===== src/rtl/regfile_arbiter.sv =====
// Round-robin arbiter sharing the single access port of the 4x8 register file.
// Optional lock feature (atomic RMW runs) enabled by defining REGARB_LOCK_EN.
module regfile_arbiter #(
   parameter int NUM_REQ  = 2,
   parameter int DATA_W   = 8,
   parameter int ADDR_W   = 2,
   parameter int MAX_LOCK = 4
) (
   input  logic                      clk,
   input  logic                      reset,
   input  logic [NUM_REQ-1:0]        req,
   input  logic [NUM_REQ-1:0]        we,
   input  logic [NUM_REQ*ADDR_W-1:0] addr_a,
   input  logic [NUM_REQ*ADDR_W-1:0] addr_b,
   input  logic [NUM_REQ*DATA_W-1:0] wdata,
   input  logic [NUM_REQ-1:0]        lock,
   output logic [NUM_REQ-1:0]        ack,
   output logic [DATA_W-1:0]         rdata_a,
   output logic [DATA_W-1:0]         rdata_b,
   output logic                      busy,
   output logic [ADDR_W-1:0]         rf_ra_addr,
   output logic [ADDR_W-1:0]         rf_rb_addr,
   output logic                      rf_write,
   output logic [DATA_W-1:0]         rf_data_in,
   input  logic [DATA_W-1:0]         rf_rega,
   input  logic [DATA_W-1:0]         rf_regb
);

   localparam int IDX_W = (NUM_REQ > 2) ? $clog2(NUM_REQ) : 1;

   typedef enum logic [1:0] {
      S_IDLE,
      S_ACCESS,
      S_DONE
   } state_t;

   state_t              r_state;
   state_t              w_state_nxt;
   logic [IDX_W-1:0]    r_ptr;
   logic [IDX_W-1:0]    r_gnt;
   logic                r_we;
   logic [ADDR_W-1:0]   r_addr_a;
   logic [ADDR_W-1:0]   r_addr_b;
   logic [DATA_W-1:0]   r_wdata;
   logic [DATA_W-1:0]   r_rdata_a;
   logic [DATA_W-1:0]   r_rdata_b;

   logic [NUM_REQ-1:0]  w_gnt_oh;
   logic [NUM_REQ-1:0]  w_cand;
   logic [IDX_W-1:0]    w_idx;
   logic [IDX_W-1:0]    w_sel;
   logic [IDX_W-1:0]    w_pick;
   logic [IDX_W-1:0]    w_ptr_nxt;
   logic                w_hit;
   logic                w_relock;
   logic                w_grant;
   logic                w_pl_we;
   logic [ADDR_W-1:0]   w_pl_addr_a;
   logic [ADDR_W-1:0]   w_pl_addr_b;
   logic [DATA_W-1:0]   w_pl_wdata;

   assign w_gnt_oh   = NUM_REQ'(1) << r_gnt;
   assign w_ptr_nxt  = (r_gnt == IDX_W'(NUM_REQ - 1)) ? '0 : r_gnt + 1'b1;
   assign w_pick     = w_relock ? r_gnt : w_sel;
   assign w_grant    = w_hit | w_relock;

   assign rdata_a    = r_rdata_a;
   assign rdata_b    = r_rdata_b;
   assign rf_ra_addr = r_addr_a;
   assign rf_rb_addr = r_addr_b;
   assign rf_data_in = r_wdata;

`ifdef REGARB_LOCK_EN
   localparam int LCNT_W = (MAX_LOCK > 2) ? $clog2(MAX_LOCK) : 1;

   logic [LCNT_W-1:0] r_lcnt;

   assign w_relock = (r_state == S_DONE) && lock[r_gnt] && req[r_gnt] &&
                     (r_lcnt < LCNT_W'(MAX_LOCK - 1));

   // Count consecutive re-grants to the locking requester; any release clears it
   always_ff @(posedge clk) begin
      if (reset) begin
         r_lcnt <= '0;
      end else if (r_state == S_DONE) begin
         r_lcnt <= w_relock ? r_lcnt + 1'b1 : '0;
      end
   end
`else
   logic w_unused_lock;

   assign w_relock      = 1'b0;
   assign w_unused_lock = (^lock) | (MAX_LOCK == 0);
`endif

   // Eligible requesters: all in IDLE; in DONE the one just served is still high, so mask it
   always_comb begin
      w_cand = '0;
      if (r_state == S_IDLE) begin
         w_cand = req;
      end else if (r_state == S_DONE) begin
         w_cand = req & ~w_gnt_oh;
      end
   end

   // Round-robin scan: first eligible bit from the pointer upward, wrapping
   always_comb begin
      w_hit = 1'b0;
      w_sel = r_ptr;
      w_idx = '0;
      for (int k = 0; k < NUM_REQ; k++) begin
         w_idx = IDX_W'((int'(r_ptr) + k) % NUM_REQ);
         if (!w_hit && w_cand[w_idx]) begin
            w_hit = 1'b1;
            w_sel = w_idx;
         end
      end
   end

   // Payload mux for the requester being granted
   always_comb begin
      w_pl_we     = 1'b0;
      w_pl_addr_a = '0;
      w_pl_addr_b = '0;
      w_pl_wdata  = '0;
      for (int k = 0; k < NUM_REQ; k++) begin
         if (w_pick == IDX_W'(k)) begin
            w_pl_we     = we[k];
            w_pl_addr_a = addr_a[k*ADDR_W +: ADDR_W];
            w_pl_addr_b = addr_b[k*ADDR_W +: ADDR_W];
            w_pl_wdata  = wdata[k*DATA_W +: DATA_W];
         end
      end
   end

   // Next state and state-decoded outputs
   always_comb begin
      w_state_nxt = r_state;
      ack         = '0;
      busy        = 1'b0;
      rf_write    = 1'b0;
      unique case (r_state)
         S_IDLE: begin
            if (w_grant) w_state_nxt = S_ACCESS;
         end
         S_ACCESS: begin
            busy        = 1'b1;
            rf_write    = r_we;
            w_state_nxt = S_DONE;
         end
         S_DONE: begin
            busy        = 1'b1;
            ack         = w_gnt_oh;
            w_state_nxt = w_grant ? S_ACCESS : S_IDLE;
         end
         default: begin
            w_state_nxt = S_IDLE;
         end
      endcase
   end

   // State, latched payload, captured read data and rotating pointer
   always_ff @(posedge clk) begin
      if (reset) begin
         r_state   <= S_IDLE;
         r_ptr     <= '0;
         r_gnt     <= '0;
         r_we      <= 1'b0;
         r_addr_a  <= '0;
         r_addr_b  <= '0;
         r_wdata   <= '0;
         r_rdata_a <= '0;
         r_rdata_b <= '0;
      end else begin
         r_state <= w_state_nxt;
         if (w_grant) begin
            r_gnt    <= w_pick;
            r_we     <= w_pl_we;
            r_addr_a <= w_pl_addr_a;
            r_addr_b <= w_pl_addr_b;
            r_wdata  <= w_pl_wdata;
         end
         if (r_state == S_ACCESS) begin
            r_rdata_a <= rf_rega;
            r_rdata_b <= rf_regb;
            r_ptr     <= w_ptr_nxt;
         end
      end
   end

endmodule

===== config.mk =====
export PLATFORM = sky130hd
export DESIGN_NAME = regfile_arbiter
export DESIGN_NICKNAME = d
export VERILOG_FILES = /design/src/rtl/regfile_arbiter.sv
export SDC_FILE = /design/constraint.sdc
export NUM_CORES = 1
export LEC_CHECK = 0
export ABC_AREA = 1
export CAP_MARGIN = 10
export CORE_ASPECT_RATIO = 1.75
export CORE_UTILIZATION = 43
export CTS_CLUSTER_SIZE = 20
export DETAILED_ROUTE_END_ITERATION = 12
export PLACE_DENSITY = 0.82
export SKIP_LAST_GASP = 1
export SYNTH_ARGS = -nofsm -noshare
export SYNTH_HDL_FRONTEND = slang
export SYNTH_SLANG_ARGS = --single-unit

===== constraint.sdc =====
create_clock -name clk -period 2.6 [get_ports clk]
set_input_delay 0.65 -clock clk [delete_from_list [all_inputs] [get_ports clk]]
set_output_delay 0.65 -clock clk [all_outputs]
set_load 0.02 [all_outputs]

# Word-level counts from Yosys, hierarchy flattened
# Index checks and enable logic that the tools add are counted.
dict set report op_classes {
  n_addsub 2
  magnitude_cmp 2
  bitwise_logic 2
  eq_ne 3
  n_reduce_logical 4
  mux 20
  shift 1
}
# op n
set ops {}
lappend ops {{$mux 1} 12}
lappend ops {{$mux 2} 6}
lappend ops {{$mux 8} 1}
lappend ops {{$pmux 2 s3} 1}
lappend ops {{$lt 1x2->1 const B} 2}
lappend ops {{$add 1x1->1 const B} 2}
lappend ops {{$and 2x2->2} 1}
lappend ops {{$eq 2x1->1 const B} 1}
lappend ops {{$eq 2x2->1 const B} 1}
lappend ops {{$logic_not 2->1} 1}
lappend ops {{$ne 2x2->1 const B} 1}
lappend ops {{$not 2->2} 1}
lappend ops {{$reduce_or 2->1} 1}
lappend ops {{$shl 1x1->2 const A} 1}
lappend ops {{$logic_and 1x1->1} 1}
lappend ops {{$logic_not 1->1} 1}
dict set report word_totals {
  input_bits 48
  word_cells 43
  register_bits 33
}

# Longest topological paths before layout
dict set report depth {
  ltp_word 13
  depth_mapped 11
}

# Worst setup path after synthesis
# Ideal clock, no wire load.
dict set report synth_path {
  path_kind {register -> output}
  start {reg r_state[1]}
  end {out rf_write}
  required_time_ns 1.950
  path_slack_ns 0.962
  arrival_ns 0.988
  path_stages_with_launch 6
  path_cell_list {dfxtp_1 inv_1 ha_1 clkbuf_1 nand2_1 inv_1}
}
dict set report synth_via {
  elab_chain_cells 2
}
# item line_no
set synth_rtl {}
lappend synth_rtl {{start, declared} 37} ;# state_t r_state;
lappend synth_rtl {{start signal, assigned} 175} ;# r_state <= w_state_nxt;
lappend synth_rtl {{$eq 2x1->1} 142} ;# unique case (r_state)
lappend synth_rtl {{$mux 1} 142}
lappend synth_rtl {{end, declared} 23} ;# output logic rf_write,
# Every way passes these cells.

# Final worst setup path
dict set report layout_path {
  start {reg r_state[0]}
  end {out ack[1]}
}
dict set report layout_via {
  elab_chain_cells 2
}
# item line_no
set layout_rtl {}
lappend layout_rtl {{$eq 2x2->1} 142}
lappend layout_rtl {{$mux 2} 142}
lappend layout_rtl {{end, declared} 17} ;# output logic [NUM_REQ-1:0] ack,
# Every way passes these cells.

==> run_summary.xml <==
<?xml version="1.0" encoding="UTF-8"?>
<metrics>
  <group name="finish">
    <metric name="diodes" unit="">0</metric>
    <metric name="nFillCells" unit="">311</metric>
    <metric name="share_of_the_core_filled_with_cells" unit="%">68.7</metric>
    <metric name="layout-area-overhead-vs-synth" unit="%">51.1</metric>
    <metric name="post_route_cells_drive_above_1_share" unit="%">10.4</metric>
    <metric name="total_nets_final" unit="">349</metric>
    <metric name="sequential_cell_area" unit="µm²">661</metric>
    <metric name="layout.cell_area.non_filler" unit="µm²">2490</metric>
    <metric name="multiInputGateArea" unit="µm²">792</metric>
  </group>
  <group name="timing">
    <metric name="final.setup_skew" unit="ns">0.00354</metric>
    <metric name="timing.final.hold_violations" unit="">0</metric>
    <metric name="tns" unit="ns">0</metric>
    <metric name="fmax" unit="MHz">428</metric>
    <metric name="worst_slew_pin_slew" unit="ns">0.492</metric>
    <metric name="setup_violation_total_in_the_final_timing_report" unit="">0</metric>
    <metric name="period_share" unit="%">90.0</metric>
    <metric name="final.min_clock_period" unit="ns">2.34</metric>
    <metric name="relSlewSlack" unit="%">67.1</metric>
    <metric name="rsz0062_at_grt" unit="">no</metric>
    <metric name="timing.final.max_slew_violations" unit="">0</metric>
  </group>
  <group name="setup_path">
    <metric name="r2r_cells" unit="">8</metric>
    <metric name="critical_path_arrival" unit="ns">1.69</metric>
    <metric name="r2r_slack" unit="ns">0.76</metric>
    <metric name="critical_path.endpoint_type" unit="">output pin</metric>
    <metric name="crit_path_start" unit="">r_state[0]</metric>
    <metric name="r2r_start" unit="">r_state[0]</metric>
    <metric name="cp_max_fo" unit="">5</metric>
    <metric name="cp.required" unit="ns">1.95</metric>
    <metric name="rr_endpoint" unit="">rf_rb_addr[1]</metric>
    <metric name="timing_worst_setup_path_type" unit="">reg2out</metric>
    <metric name="startpoint_type_of_the_worst_setup_path" unit="">flop</metric>
  </group>
  <group name="power">
    <metric name="power.share.switching" unit="%">41.8</metric>
    <metric name="sequentialPowerShare" unit="%">30.1</metric>
    <metric name="p_sw" unit="mW">1.10</metric>
    <metric name="share_comb_of_total_power" unit="%">54.1</metric>
    <metric name="clock_power_share" unit="%">15.9</metric>
    <metric name="p_per_area" unit="nW/µm²">1050</metric>
    <metric name="p_int" unit="mW">1.53</metric>
    <metric name="static-leakage-power" unit="nW">1.10</metric>
    <metric name="worst_ir_drop_vdd" unit="V">0.000604</metric>
  </group>
  <group name="yosys">
    <metric name="cell_types_with_the_largest_area_share_after_synthesis" unit="">dfxtp_1 40%, nor2_1 13%, o21ai_0 9.1%, a21oi_2 6.9%, inv_1 5.7%</metric>
    <metric name="synthArstFlopShare" unit="%">0</metric>
    <metric name="netlist.area_leader.share" unit="%">40.1</metric>
    <metric name="synth.distinct_cells" unit="">19</metric>
    <metric name="yosysTopAreaCell" unit="">dfxtp_1</metric>
    <metric name="synth_cells" unit="">223</metric>
    <metric name="synth_commonest_cells" unit="">59 x nor2_1, 33 x dfxtp_1, 30 x o21ai_0</metric>
    <metric name="yosys_register_bits" unit="">33</metric>
    <metric name="synth.avg_cell_area" unit="µm²">7.39</metric>
    <metric name="synth_most_common_cell" unit="">nor2_1</metric>
    <metric name="synth-warning-count" unit="">0</metric>
    <metric name="synth_area" unit="µm²">1650</metric>
    <metric name="synthesized_net_count" unit="">276</metric>
    <metric name="synth_seq_area_share" unit="%">40.1</metric>
    <metric name="synth_flop_cell" unit="">dfxtp_1</metric>
    <metric name="count_of_flip_flops_with_a_built_in_enable_after_synthesis" unit="">0</metric>
  </group>
  <group name="drt">
    <metric name="first_pass_iters" unit="">6</metric>
    <metric name="avgRoutedWirePerCell" unit="µm">11.1</metric>
    <metric name="route.detailed.vias_per_inst" unit="">4.64</metric>
    <metric name="totalWireLength" unit="µm">3810</metric>
    <metric name="detailedRoute.firstIterationViolations" unit="">19</metric>
    <metric name="postRouteAntennaNets" unit="">0</metric>
    <metric name="dr_total_vias" unit="">1592</metric>
    <metric name="route.detailed.drc" unit="">0</metric>
  </group>
  <group name="status">
    <metric name="status" unit="">completed</metric>
  </group>
  <group name="cts">
    <metric name="cts_resized" unit="">0</metric>
    <metric name="clkTransAtPathRegs" unit="ns">0.07</metric>
    <metric name="holdBufCountCts" unit="">0</metric>
    <metric name="cts-root-to-sink-buffers" unit="">2</metric>
    <metric name="cts_tree" unit="">built</metric>
    <metric name="numClockSinks" unit="">33</metric>
    <metric name="cts-buffers-inserted" unit="">5</metric>
    <metric name="htree_num_levels" unit="">2</metric>
    <metric name="cts_root_buf" unit="">clkbuf_8</metric>
    <metric name="post_cts_buffers" unit="">0</metric>
    <metric name="worst_skew_pair.late_latency" unit="ns">0.28</metric>
  </group>
  <group name="floorplanning">
    <metric name="io_pins" unit="">80</metric>
    <metric name="core_region_area" unit="µm²">3630</metric>
    <metric name="floorplan.rows" unit="">29</metric>
    <metric name="design.die.area" unit="µm²">4100</metric>
    <metric name="die_y" unit="µm">83.9</metric>
    <metric name="start_util" unit="%">45.4</metric>
    <metric name="fp.dieW" unit="µm">48.8</metric>
  </group>
  <group name="placed_design">
    <metric name="routabilityCongestion" unit="">0.755</metric>
    <metric name="post_dp_cell_area" unit="µm²">2390</metric>
    <metric name="port_buffers" unit="">77</metric>
    <metric name="post-dp-hpwl" unit="µm">2780</metric>
  </group>
  <group name="global_routing">
    <metric name="grt_use_total" unit="%">20.1</metric>
    <metric name="grt_overflow" unit="">0</metric>
    <metric name="grt_pass1_wl" unit="µm">6510</metric>
    <metric name="grt_antenna_before_repair" unit="">0</metric>
    <metric name="grt_pass1_vias" unit="">1513</metric>
    <metric name="maximum_number_of_pins_on_one_net_before_global_route_repair" unit="">31</metric>
  </group>
  <group name="worst_hold_path">
    <metric name="min-delay-path-class" unit="">reg2reg</metric>
    <metric name="hold_path_depth" unit="">2</metric>
    <metric name="min_from" unit="">rdata_b[0]</metric>
    <metric name="worst_hold_path.endpoint" unit="">rdata_b[0]</metric>
  </group>
  <group name="job">
    <metric name="timing.max_cap.violations" unit="">0</metric>
  </group>
</metrics>
[metal layers]
| metal | global-route usage [%] | wire (µm) |
|---|---|---|
| met5 | 0 | 0 |
| met4 | 7.22 | 56 |
| met3 | 4.74 | 183 |
| met2 | 36.9 | 1980 |
| met1 | 21.8 | 1600 |
[power groups by stage]
stage	clock [mW]	sequential, mW	combinational (mW)
final	0.417	0.790	1.42
after global routing	0.455	0.810	1.57
after CTS	0.431	0.792	1.43
after detailed placement	0	0.799	1.43
after global placement	0	0.796	1.41
after floorplan	0	0.982	0.811
[stage by stage]
stage	std cells	hold WS, ns	setup slack [ns]	power, mW
global route	343	0.543	0.154	2.84
CTS	343	0.507	0.249	2.65
detailed placement	335	0.486	0.434	2.22
finish	343	0.500	0.261	2.63
global placement	335	0.477	0.449	2.21
floorplan	223	0.453	0.962	1.79
[worst max path at each step]
stage,endpoint,depth (start not counted)
after global placement,rf_data_in[7],7
after floorplan,rf_write,5
after CTS,ack[1],5
after detailed placement,rf_data_in[6],7
final,ack[1],5
after global routing,ack[0],5
[layout by cell type (no fill, tap or decap), drive strengths merged]
| master | Yosys | layout |
|---|---|---|
| a21boi | 1 | 1 |
| buf | 8 | 2 |
| inv | 25 | 25 |
| dfxtp | 33 | 33 |
| ha | 5 | 5 |
| o21ai | 32 | 32 |
| clkinv | 0 | 1 |
| nand3 | 14 | 14 |
| nor2 | 60 | 60 |
| clkbuf | 5 | 7 |
| a21oi | 16 | 16 |
| nor3 | 1 | 1 |
| clkdlybuf4s50 | 0 | 77 |
| nand2 | 23 | 23 |
[kinds of logic after synthesis]
| kind of cell | synth area share [%] |
|---|---|
| fa+ha+maj | 3.79 |
| buf+inv | 11.9 |
| simple gates | 25.6 |
| compound gates | 18.7 |
| flops | 40.1 |
[critical path, stage by stage, from the launching register on]
cell and delay [ns]:
dfxtp_1 0.40, inv_1 0.09, ha_1 0.22, nand2_1 0.13, inv_1 0.05, clkdlybuf4s50_1 0.53
[registers in the layout, indices dropped and copies added (netlist names)]
signal / count
r_state: 2
rf_rb_addr: 2
rf_ra_addr: 2
rdata_a: 8
rf_data_in: 8
r_we: 1
rdata_b: 8
r_gnt: 1
r_ptr: 1
[layout make-up]
cell class / count / area share (%)
multi-input combinational: 152 / 31.8
clock buffer: 7 / 3.87
timing repair buffer: 79 / 31.5
sequential: 33 / 26.5
inverter: 25 / 3.77
tap: 46 / 2.31
clock inverter: 1 / 0.201
Note: power is estimated with default switching activity, not from simulation.
